<file path="config.mk">
export PLATFORM = sky130hd
export DESIGN_NAME = mask_rr_arb_flat
export DESIGN_NICKNAME = d
export VERILOG_FILES = /design/src/rtl/mask_rr_arb_pkg.sv /design/src/rtl/mask_rr_arb_if.sv /design/src/rtl/mask_rr_arb_chk.sv /design/src/rtl/mask_rr_arb_ffs_lsb.sv /design/src/rtl/mask_rr_arb.sv /design/src/flat_wrapper.sv
export SDC_FILE = /design/constraint.sdc
export NUM_CORES = 1
export LEC_CHECK = 0
export CORE_MARGIN = 3
export CORE_UTILIZATION = 30
export CTS_BUF_LIST = sky130_fd_sc_hd__clkbuf_16
export DETAILED_ROUTE_END_ITERATION = 8
export PLACE_DENSITY = 0.58
export SKIP_CTS_REPAIR_TIMING = 1
export SLEW_MARGIN = 20
export SYNTH_ARGS = -nofsm -noshare
export SYNTH_HDL_FRONTEND = slang
export SYNTH_HIERARCHICAL = 1
export SYNTH_SLANG_ARGS = --single-unit
</file>
<file path="constraint.sdc">
create_clock -name clk -period 3.6 [get_ports clk]
set_clock_uncertainty 0.2 [all_clocks]
set_input_delay 0.54 -clock clk [delete_from_list [all_inputs] [get_ports clk]]
set_output_delay 0.54 -clock clk [all_outputs]
set_load 0.05 [all_outputs]
</file>
<file path="src/rtl/mask_rr_arb_pkg.sv">
// Shared types and helpers for the mask_rr_arb round-robin arbiter.
package mask_rr_arb_pkg;

  typedef enum logic [1:0] {
    IDLE   = 2'd0,
    GRANT  = 2'd1,
    LOCKED = 2'd2
  } arb_state_e;

  // Width of a binary requester index; never narrower than one bit.
  function automatic int idx_w(input int w);
    if (w <= 1) begin
      return 1;
    end else begin
      return $clog2(w);
    end
  endfunction

endpackage

</file>
<file path="src/rtl/mask_rr_arb_if.sv">
// Request/grant bundle of mask_rr_arb. o_gnt_cnt exists only when
// MASK_RR_ARB_PERF_EN is defined.
interface mask_rr_arb_if
  import mask_rr_arb_pkg::*;
#(
  parameter int W     = 8,
  parameter int CNT_W = 16
);
  localparam int IDX_W = idx_w(W);

  logic [W-1:0]     i_req;
  logic             i_last;
  logic             i_ack;
  logic [W-1:0]     o_gnt;
  logic             o_gnt_vld;
  logic [IDX_W-1:0] o_gnt_idx;
`ifdef MASK_RR_ARB_PERF_EN
  logic [W*CNT_W-1:0] o_gnt_cnt;
`endif

  // Arbiter side: takes requests/acks, drives grants.
  modport master (
    input  i_req, i_last, i_ack,
    output o_gnt, o_gnt_vld, o_gnt_idx
`ifdef MASK_RR_ARB_PERF_EN
    , output o_gnt_cnt
`endif
  );

  // Requester/downstream side.
  modport slave (
    output i_req, i_last, i_ack,
    input  o_gnt, o_gnt_vld, o_gnt_idx
`ifdef MASK_RR_ARB_PERF_EN
    , input o_gnt_cnt
`endif
  );

endinterface

</file>
<file path="src/rtl/mask_rr_arb_chk.sv">
// Protocol and structural checks for mask_rr_arb (simulation only effect).
module mask_rr_arb_chk #(
  parameter int W = 8
) (
  input logic         clk,
  input logic         arst_n,
  input logic [W-1:0] req,
  input logic [W-1:0] gnt,
  input logic         gnt_vld
);

  // A granted requester must keep its request up until the grant is acked.
  a_req_held: assert property (@(posedge clk) disable iff (!arst_n)
    gnt_vld |-> |(req & gnt));

  // The grant is one-hot or empty.
  a_gnt_onehot: assert property (@(posedge clk) disable iff (!arst_n)
    $onehot0(gnt));

  // Valid mirrors a non-empty grant.
  a_vld_match: assert property (@(posedge clk) disable iff (!arst_n)
    gnt_vld == (|gnt));

endmodule

</file>
<file path="src/rtl/mask_rr_arb_ffs_lsb.sv">
// Lowest-set-bit picker: one-hot of the lowest set bit of vec plus its
// binary index. An all-zero vec yields oh = 0 and idx = 0.
module ffs_lsb
  import mask_rr_arb_pkg::*;
#(
  parameter int W = 8
) (
  input  logic [W-1:0]        vec,
  output logic [W-1:0]        oh,
  output logic [idx_w(W)-1:0] idx
);
  localparam int IDX_W = idx_w(W);

  // Scan from LSB upward; the first set bit wins.
  always_comb begin
    logic found_s;
    found_s = 1'b0;
    oh      = {W{1'b0}};
    idx     = {IDX_W{1'b0}};
    for (int i = 0; i < W; i++) begin
      if (vec[i] && !found_s) begin
        oh[i] = 1'b1;
        idx   = IDX_W'(i);
      end else begin
        oh[i] = 1'b0;
      end
      found_s = found_s | vec[i];
    end
  end

endmodule

</file>
<file path="src/rtl/mask_rr_arb.sv">
// mask_rr_arb: registered round-robin arbiter with valid/ack handshake and
// optional packet lock (LOCK). Priority rotates via a unary mask built from
// the one-hot last-winner pointer. Define MASK_RR_ARB_PERF_EN to add
// saturating per-requester accepted-grant counters on o_gnt_cnt.
module mask_rr_arb
  import mask_rr_arb_pkg::*;
#(
  parameter int   W     = 8,
  parameter logic LOCK  = 1'b1,
  parameter int   CNT_W = 16
) (
  input logic           clk,
  input logic           arst_n,
  mask_rr_arb_if.master bus
);
  localparam int IDX_W = idx_w(W);
  localparam logic [W-1:0] PTR_RST = W'(1'b1) << (W - 1);

  arb_state_e       state_r, state_nxt_s;
  logic [W-1:0]     gnt_r, gnt_nxt_s;
  logic [IDX_W-1:0] idx_r, idx_nxt_s;
  logic             vld_r;
  logic [W-1:0]     ptr_r, ptr_nxt_s;
  logic             busy_s;
  logic [W-1:0]     base_s, req_s, mask_s, cand_s;
  logic [W-1:0]     cand_oh_s, wrap_oh_s, win_oh_s;
  logic [IDX_W-1:0] cand_idx_s, wrap_idx_s, win_idx_s;

  assign busy_s = (state_r != IDLE);

  // While a grant is live, re-arbitration uses the current grant as the
  // new pointer and excludes the acked requester; it is re-admitted only
  // after a pass through IDLE, which gives the sole-requester bubble.
  always_comb begin
    logic run_s;
    if (busy_s) begin
      base_s = gnt_r;
      req_s  = bus.i_req & ~gnt_r;
    end else begin
      base_s = ptr_r;
      req_s  = bus.i_req;
    end
    run_s = 1'b0;
    for (int j = 0; j < W; j++) begin
      mask_s[j] = run_s;
      run_s     = run_s | base_s[j];
    end
    cand_s = req_s & mask_s;
  end

  ffs_lsb #(.W(W)) u_ffs_cand (
    .vec (cand_s),
    .oh  (cand_oh_s),
    .idx (cand_idx_s)
  );

  ffs_lsb #(.W(W)) u_ffs_wrap (
    .vec (req_s),
    .oh  (wrap_oh_s),
    .idx (wrap_idx_s)
  );

  // Requesters above the pointer win first; otherwise wrap to the LSB side.
  always_comb begin
    if (|cand_s) begin
      win_oh_s  = cand_oh_s;
      win_idx_s = cand_idx_s;
    end else begin
      win_oh_s  = wrap_oh_s;
      win_idx_s = wrap_idx_s;
    end
  end

  // FSM state register.
  always_ff @(posedge clk or negedge arst_n) begin
    if (!arst_n) begin
      state_r <= IDLE;
    end else begin
      state_r <= state_nxt_s;
    end
  end

  // FSM next-state logic.
  always_comb begin
    state_nxt_s = state_r;
    case (state_r)
      IDLE: begin
        if (|req_s) begin
          state_nxt_s = GRANT;
        end else begin
          state_nxt_s = IDLE;
        end
      end
      GRANT, LOCKED: begin
        if (!bus.i_ack) begin
          state_nxt_s = state_r;
        end else if (LOCK && !bus.i_last) begin
          state_nxt_s = LOCKED;
        end else if (|req_s) begin
          state_nxt_s = GRANT;
        end else begin
          state_nxt_s = IDLE;
        end
      end
      default: state_nxt_s = IDLE;
    endcase
  end

  // FSM output logic: next grant, index and pointer.
  always_comb begin
    gnt_nxt_s = gnt_r;
    idx_nxt_s = idx_r;
    ptr_nxt_s = ptr_r;
    case (state_r)
      IDLE: begin
        gnt_nxt_s = win_oh_s;
        idx_nxt_s = win_idx_s;
      end
      GRANT, LOCKED: begin
        if (bus.i_ack && (!LOCK || bus.i_last)) begin
          ptr_nxt_s = gnt_r;
          gnt_nxt_s = win_oh_s;
          idx_nxt_s = win_idx_s;
        end else begin
          gnt_nxt_s = gnt_r;
          idx_nxt_s = idx_r;
          ptr_nxt_s = ptr_r;
        end
      end
      default: begin
        gnt_nxt_s = {W{1'b0}};
        idx_nxt_s = {IDX_W{1'b0}};
        ptr_nxt_s = PTR_RST;
      end
    endcase
  end

  // Grant, index, valid and pointer registers.
  always_ff @(posedge clk or negedge arst_n) begin
    if (!arst_n) begin
      gnt_r <= {W{1'b0}};
      idx_r <= {IDX_W{1'b0}};
      vld_r <= 1'b0;
      ptr_r <= PTR_RST;
    end else begin
      gnt_r <= gnt_nxt_s;
      idx_r <= idx_nxt_s;
      vld_r <= |gnt_nxt_s;
      ptr_r <= ptr_nxt_s;
    end
  end

  assign bus.o_gnt     = gnt_r;
  assign bus.o_gnt_vld = vld_r;
  assign bus.o_gnt_idx = idx_r;

`ifdef MASK_RR_ARB_PERF_EN
  logic [CNT_W-1:0] cnt_r [W];

  // Saturating count of accepted beats per requester.
  always_ff @(posedge clk or negedge arst_n) begin
    if (!arst_n) begin
      for (int k = 0; k < W; k++) begin
        cnt_r[k] <= {CNT_W{1'b0}};
      end
    end else begin
      for (int k = 0; k < W; k++) begin
        if (bus.i_ack && vld_r && gnt_r[k] && (cnt_r[k] != {CNT_W{1'b1}})) begin
          cnt_r[k] <= cnt_r[k] + CNT_W'(1'b1);
        end
      end
    end
  end

  for (genvar g = 0; g < W; g++) begin : g_cnt
    assign bus.o_gnt_cnt[g*CNT_W +: CNT_W] = cnt_r[g];
  end
`endif

  mask_rr_arb_chk #(.W(W)) u_chk (
    .clk     (clk),
    .arst_n  (arst_n),
    .req     (bus.i_req),
    .gnt     (gnt_r),
    .gnt_vld (vld_r)
  );

endmodule

</file>
<file path="src/flat_wrapper.sv">
// flat-port wrapper written by rule: the top's interface ports become plain ports
module mask_rr_arb_flat import mask_rr_arb_pkg::*;
#(
  parameter int   W     = 8,
  parameter logic LOCK  = 1'b1,
  parameter int   CNT_W = 16
)
  (clk, arst_n, bus_i_req, bus_i_last, bus_i_ack, bus_o_gnt, bus_o_gnt_vld, bus_o_gnt_idx);
  mask_rr_arb_if #(.W(W), .CNT_W(CNT_W)) bus_i ();
  input logic clk;
  input logic arst_n;
  input wire logic [$bits(bus_i.i_req)-1:0] bus_i_req;
  input wire logic [$bits(bus_i.i_last)-1:0] bus_i_last;
  input wire logic [$bits(bus_i.i_ack)-1:0] bus_i_ack;
  output wire logic [$bits(bus_i.o_gnt)-1:0] bus_o_gnt;
  output wire logic [$bits(bus_i.o_gnt_vld)-1:0] bus_o_gnt_vld;
  output wire logic [$bits(bus_i.o_gnt_idx)-1:0] bus_o_gnt_idx;
  assign bus_i.i_req = bus_i_req;
  assign bus_i.i_last = bus_i_last;
  assign bus_i.i_ack = bus_i_ack;
  assign bus_o_gnt = bus_i.o_gnt;
  assign bus_o_gnt_vld = bus_i.o_gnt_vld;
  assign bus_o_gnt_idx = bus_i.o_gnt_idx;
  mask_rr_arb #(.W(W), .LOCK(LOCK), .CNT_W(CNT_W)) u_core (.clk(clk), .arst_n(arst_n), .bus(bus_i));
endmodule
</file>
==> Word level (Yosys, flattened, before mapping) <==
Index checks and enable logic that the tools add are counted.
{ "word_totals": {"ramBits": 0, "reg_bits": 21, "wordCells": 111, "rom_bits": 0, "latch_bits": 0, "n_memories": 0, "output_inout_bits": 12} }
{ "classes": {"n_bitwise": 22, "multipliers": 0, "shift": 0, "n_reduce_logical": 36, "n_eq_ne": 4, "n_div": 0, "n_mux": 44, "magnitude_cmp": 0, "add_sub_neg": 0} }
{ "op_table": {"columns": ["op", "n"], "rows": [
  ["two-way mux 3 bit", 12],
  ["two-way mux 8 bit", 3],
  ["OR reduction 8 bit", 3],
  ["two-way mux 1 bit", 19],
  ["bitwise OR 1 bit", 18],
  ["bitwise AND 8 bit", 2],
  ["case mux 8 bit (2 select lines)", 1],
  ["logical AND 1 bit", 15],
  ["zero test 1 bit", 14],
  ["two-way mux 7 bit", 2],
  ["case mux 7 bit (2 select lines)", 1],
  ["two-way mux 2 bit", 4],
  ["NOT 8 bit", 1],
  ["case mux 3 bit (2 select lines)", 1],
  ["case mux 2 bit (2 select lines)", 1],
  ["equality test 2 x 1 -> 1 bit, second input constant", 1],
  ["equality test 2 bit, second input constant", 1],
  ["zero test 2 bit", 1],
  ["inequality test 2 x 1 -> 1 bit, second input constant", 1],
  ["inequality test 2 bit, second input constant", 1],
  ["AND reduction 2 bit", 1],
  ["nonzero test 2 bit", 1],
  ["OR reduction 2 bit", 1],
  ["NOT 1 bit", 1]
]} }

==> Longest topological paths before layout <==
{ "logic_depth": {"word_depth": 22, "mapped_depth": 13, "depth_no_buf": 12} }

==> By module <==
The synthesis kept the hierarchy.
{ "by_module_without_submodules": {"columns": ["mod", "cells_per_inst", "area_each_um2", "n_inst"], "rows": [
  ["mask_rr_arb", 136, 1397.6, 1],
  ["ffs_lsb", 20, 148.9, 2]
]} }

==> Least setup slack after synthesis <==
OpenSTA, ideal clock, no wires.
{ "synth_timing": {"path_type": "register to register", "start": "reg u_core.state_r[0]", "end": "reg u_core.vld_r (netlist: u_core/bus.o_gnt_vld)", "path_buffers": 1, "path_stages_with_launch": 11, "synth_period_minus_slack_ns": 3.029, "t_arrival_ns": 2.689, "setup_ns": 0.140, "path_slack_ns": 0.571, "path_cell_list": "dfrtp_1 inv_1 ha_1 nor4_2 o221ai_2 a22oi_2 and3_4 buf_6 mux2_1 a221oi_1 nand4_1"} }
{ "synth_via": {"elab_chain_len": 16, "elab_cells_between_ends": 75} }
{ "synth_rtl": {"columns": ["element", "line_no", "rtl"], "rows": [
  ["from (decl)", "mask_rr_arb.sv:19", "arb_state_e state_r, state_nxt_s;"],
  ["from (signal assigned)", "mask_rr_arb.sv:79", "state_r <= state_nxt_s;"],
  ["nonzero test 2 bit", "mask_rr_arb.sv:29", "assign busy_s = (state_r != IDLE);"],
  ["two-way mux 8 bit or two-way mux 7 bit (tied branches)", "mask_rr_arb.sv:36", "if (busy_s) begin"],
  ["bitwise AND 8 bit or bitwise OR 1 bit (tied branches)", "mask_rr_arb.sv:48, mask_rr_arb.sv:46", null],
  ["bitwise OR 1 bit (tied with other cells) (4 in series)", "mask_rr_arb_ffs_lsb.sv:27", "found_s = found_s | vec[i];"],
  ["bitwise OR 1 bit or bitwise AND 8 bit (tied branches)", "mask_rr_arb_ffs_lsb.sv:27, mask_rr_arb.sv:48", null],
  ["bitwise OR 1 bit", "mask_rr_arb_ffs_lsb.sv:27", null],
  ["zero test 1 bit", "mask_rr_arb_ffs_lsb.sv:21", "if (vec[i] && !found_s) begin"],
  ["logical AND 1 bit", "mask_rr_arb_ffs_lsb.sv:21", null],
  ["two-way mux 1 bit", "mask_rr_arb_ffs_lsb.sv:21", null],
  ["two-way mux 8 bit", "mask_rr_arb.sv:65", "if (|cand_s) begin"],
  ["two-way mux 8 bit", "mask_rr_arb.sv:120", "if (bus.i_ack && (!LOCK || bus.i_last)) begin"],
  ["case mux 8 bit (2 select lines) *", "mask_rr_arb.sv:114", "case (state_r)"],
  ["OR reduction 8 bit *", "mask_rr_arb.sv:148", "vld_r <= |gnt_nxt_s;"],
  ["to (signal assigned)", "mask_rr_arb.sv:148", null],
  ["to (decl)", "mask_rr_arb.sv:22", "logic vld_r;"]
]} }
Mark *: on every way between the ends. The rest lies on a longest branch, timed or not.
A chain may end at the register's enable or synchronous reset.

==> Worst setup path after layout <==
Same ends and word-level chain as after synthesis.

==> impl_results.md <==
- Status: completed
- Final #Nets: roughly 230
- Synth cell types: 56
- Max layer used: met4
- Most frequent cell after synthesis: dfrtp_1
- CTS clk-pin slew, worst paths: 60 ps
- Leakage power total: just under 0.0009 uW
- Period utilization: between 80 and 90%
- Wire length on met2: between 2 and 2.5 mm
- Vias in the first global route: ~1400
- Crit Path Max Fanout: 17
- DIE AREA: approximately 6600 um^2
- DR WL/cell: approximately 16 um
- Largest net degree at the start of global routing: 22
- Via-to-Cell Ratio: 5.275
- RePlAce Congestion: ~0.84
- Avg Inst Size Synth: around 9.6 um^2
- Fin. max-slew vios: 0
- Worst setup path start: u_core/state_r[0]$_DFFE_PN0P_
- Top Ports: 24
- WL met3: 147 um
- Achievable Freq: a little over 0.3 GHz
- Worst r2r src: u_core/state_r[0]$_DFFE_PN0P_
- Yosys warns: 6
- Kind of end point of the critical path: flop
- Setup TNS: 0 ps
- #FFs+latches synth: 21
- Arr. time, crit path: roughly 3100 ps
- Max VDD drop: roughly 0.00034 V
- # setup viols final: 0
- Post-synth ARST share: 100.0%
- Sequential area share after synthesis: 31.00%
- Slew margin rel.: 59.95%
- Ant. Diodes: 0
- Routed wire length: 4.571 mm
- Initial core utilization: between 30 and 40%
- First-pass GRT wire length: 7.514 mm
- Drt initial violations: a little over 80
- Area grow syn2layout: 24.80%
- Reg area: roughly 530 um^2
- Power Total: 2252 uW
- CTS root buffer: clkbuf_16
- # DRC: 0
- Global route total overflow: 0
- Final Hold Viols: 0
- Die X: approximately 80 um
- Hold Path Class: in -> async
- Worst setup SP type: flop
- # fillers: around 570
- Kind of critical path: reg -> reg
- Clk_lat worst skew: between 200 and 300 ps
- Worst Path Required: ~3500 ps
- Htree depth: 1
- Post-synth top flop: dfrtp_1
- Num CTS Buffers: 3
- # port buffers: 23
- CORE AREA: about 5300 um^2
- Routed vias: approximately 1500
- First drt pass iteration count: 4
- Synth top area cells: dfrtp_1 31%, a22o_1 5.2%, nor3b_1 3.1%, and2_1 3.0%, mux2i_1 3.0%
- Row count: 26
- TritonCTS clock tree: built
- Unrepaired setup endpoints after global routing: no
- Number of synthesized flops with an enable pin: 0
- Minimum clock period: about 3200 ps
- M1 WL: between 2 and 2.5 mm
- Mapped Area: around 1700 um^2
- Buffer depth of the longest clock path: 2
- Pwr dens: 1064 nW/um^2
- Initial antenna violation count: 0
- Multi-input gate area: about 1100 um^2
- Worst Max-Slew Pin Slew: 600.8 ps
- Synth Instances: between 150 and 200
- Most frequent cells after synthesis: 21 x dfrtp_1, 10 x a22o_1, 10 x nand2_1, 10 x nor2_1, 9 x inv_1
- Leading area contributor after synthesis: dfrtp_1
- Total GRT Usage: between 10% and 20%
- Layout cells sized above 1: 18.10%
- R2R setup slack: about 380 ps
- Share of the synthesized area in the top cell type: a little over 30%
- Dpl hpwl: roughly 3.6 mm
- Sinks on Clock Net: 21
- Die H: roughly 81 um
- DRT antenna net count: 0
- Max-Cap Viols: 0
-- stage by stage --
stage,hold slack [ps],setup WS (ps),cell area [um^2],std cells,utilization [%]
3_3_place_gp,273.8,279.7,2039,276,38.70
5_1_grt,87.17,108.4,2116,280,40.15
3_5_place_dp,283.9,228.4,2039,276,38.70
4_1_cts,297.2,214.6,2118,280,40.19
2_1_floorplan,44.41,570.8,1722,183,-
6_report,43.49,376.5,2116,280,40.15
-- kinds of logic (layout without fill, tap and decap cells) --
kind of cell | count (synthesis) | after routing | share of synthesized area (%)
compound gates | 58 | 58 | 28.78
fa+ha+maj | 2 | 2 | 1.476
buf+inv | 19 | 46 | 5.977
flops | 21 | 21 | 31.00
mux | 9 | 9 | 5.609
other cells | 1 | 8 | 0.2212
simple gates | 66 | 66 | 26.94
-- worst max-delay path, cell delays in order, from the launching register on --
cell	delay, ps
dfrtp_1	380
inv_1	80
ha_2	360
nor4b_4	440
o221ai_1	250
a22oi_2	260
and3_4	330
mux2_1	380
a221oi_1	300
nand4_1	120
-- area by class of cell --
type | count | share of cell area (%)
Timing Repair Buffer | 31 | 13.48
Tap cell | 70 | 4.140
Multi-Input combinational cell | 143 | 51.86
Inverter | 11 | 1.952
Clock buffer | 3 | 3.548
Sequential cell | 21 | 24.84
Clock inverter | 1 | 0.1774
-- flip-flops by register name (all words and copies together), names as in the netlist --
name	flops
u_core/ptr_r	7
u_core/state_r	2
u_core/bus.o_gnt_vld	1
u_core/bus.o_gnt	8
u_core/bus.o_gnt_idx	3
-- routing by layer --
layer  GRT usage (%)  vias to the layer above
li1                -                      731
met1           20.74                      719
met2           24.22                       25
met3           1.774                        2
met4           4.054                        0
met5               0                        -
-- placed cells by master, fill, tap and decap left out, types with 3 or more instances in the layout --
cell and instances:
mux2i_1 5, a31oi_1 4, nand2_1 10, nor2b_1 3
and2_1 8, nor2_1 10, clkbuf_16 3, o21ai_1 5
a22o_1 10, clkdlybuf4s50_1 22, mux2_1 3, dfrtp_1 21
a311o_1 4, inv_1 10, a21boi_1 5, conb_1 8
buf_4 8, nor3_1 3, a21oi_1 7, nor3b_1 7
a221oi_1 3
-- power by group --
part / switching (uW) / leakage [uW] / internal (uW)
logic: 947 / 0.000548 / 643
registers: 113 / 0.000283 / 317
clock network: 84.8 / 0.0000423 / 148
-- worst paths after layout --
path | end | depth (start not counted)
worst max-delay path | u_core/bus.o_gnt_vld$_DFF_PN0_ | 9
worst min-delay path | u_core/ptr_r[4]$_DFFE_PN0P_ | 1
worst max register to register | u_core/bus.o_gnt_vld$_DFF_PN0_ | 9
worst min register to register | u_core/bus.o_gnt_idx[0]$_DFFE_PN0N_ | 2
max in group asynchronous | u_core/bus.o_gnt[6]$_DFF_PN0_ | 1
min in group clk | u_core/bus.o_gnt_idx[0]$_DFFE_PN0N_ | 2
Power figures use the tool's default switching activity.
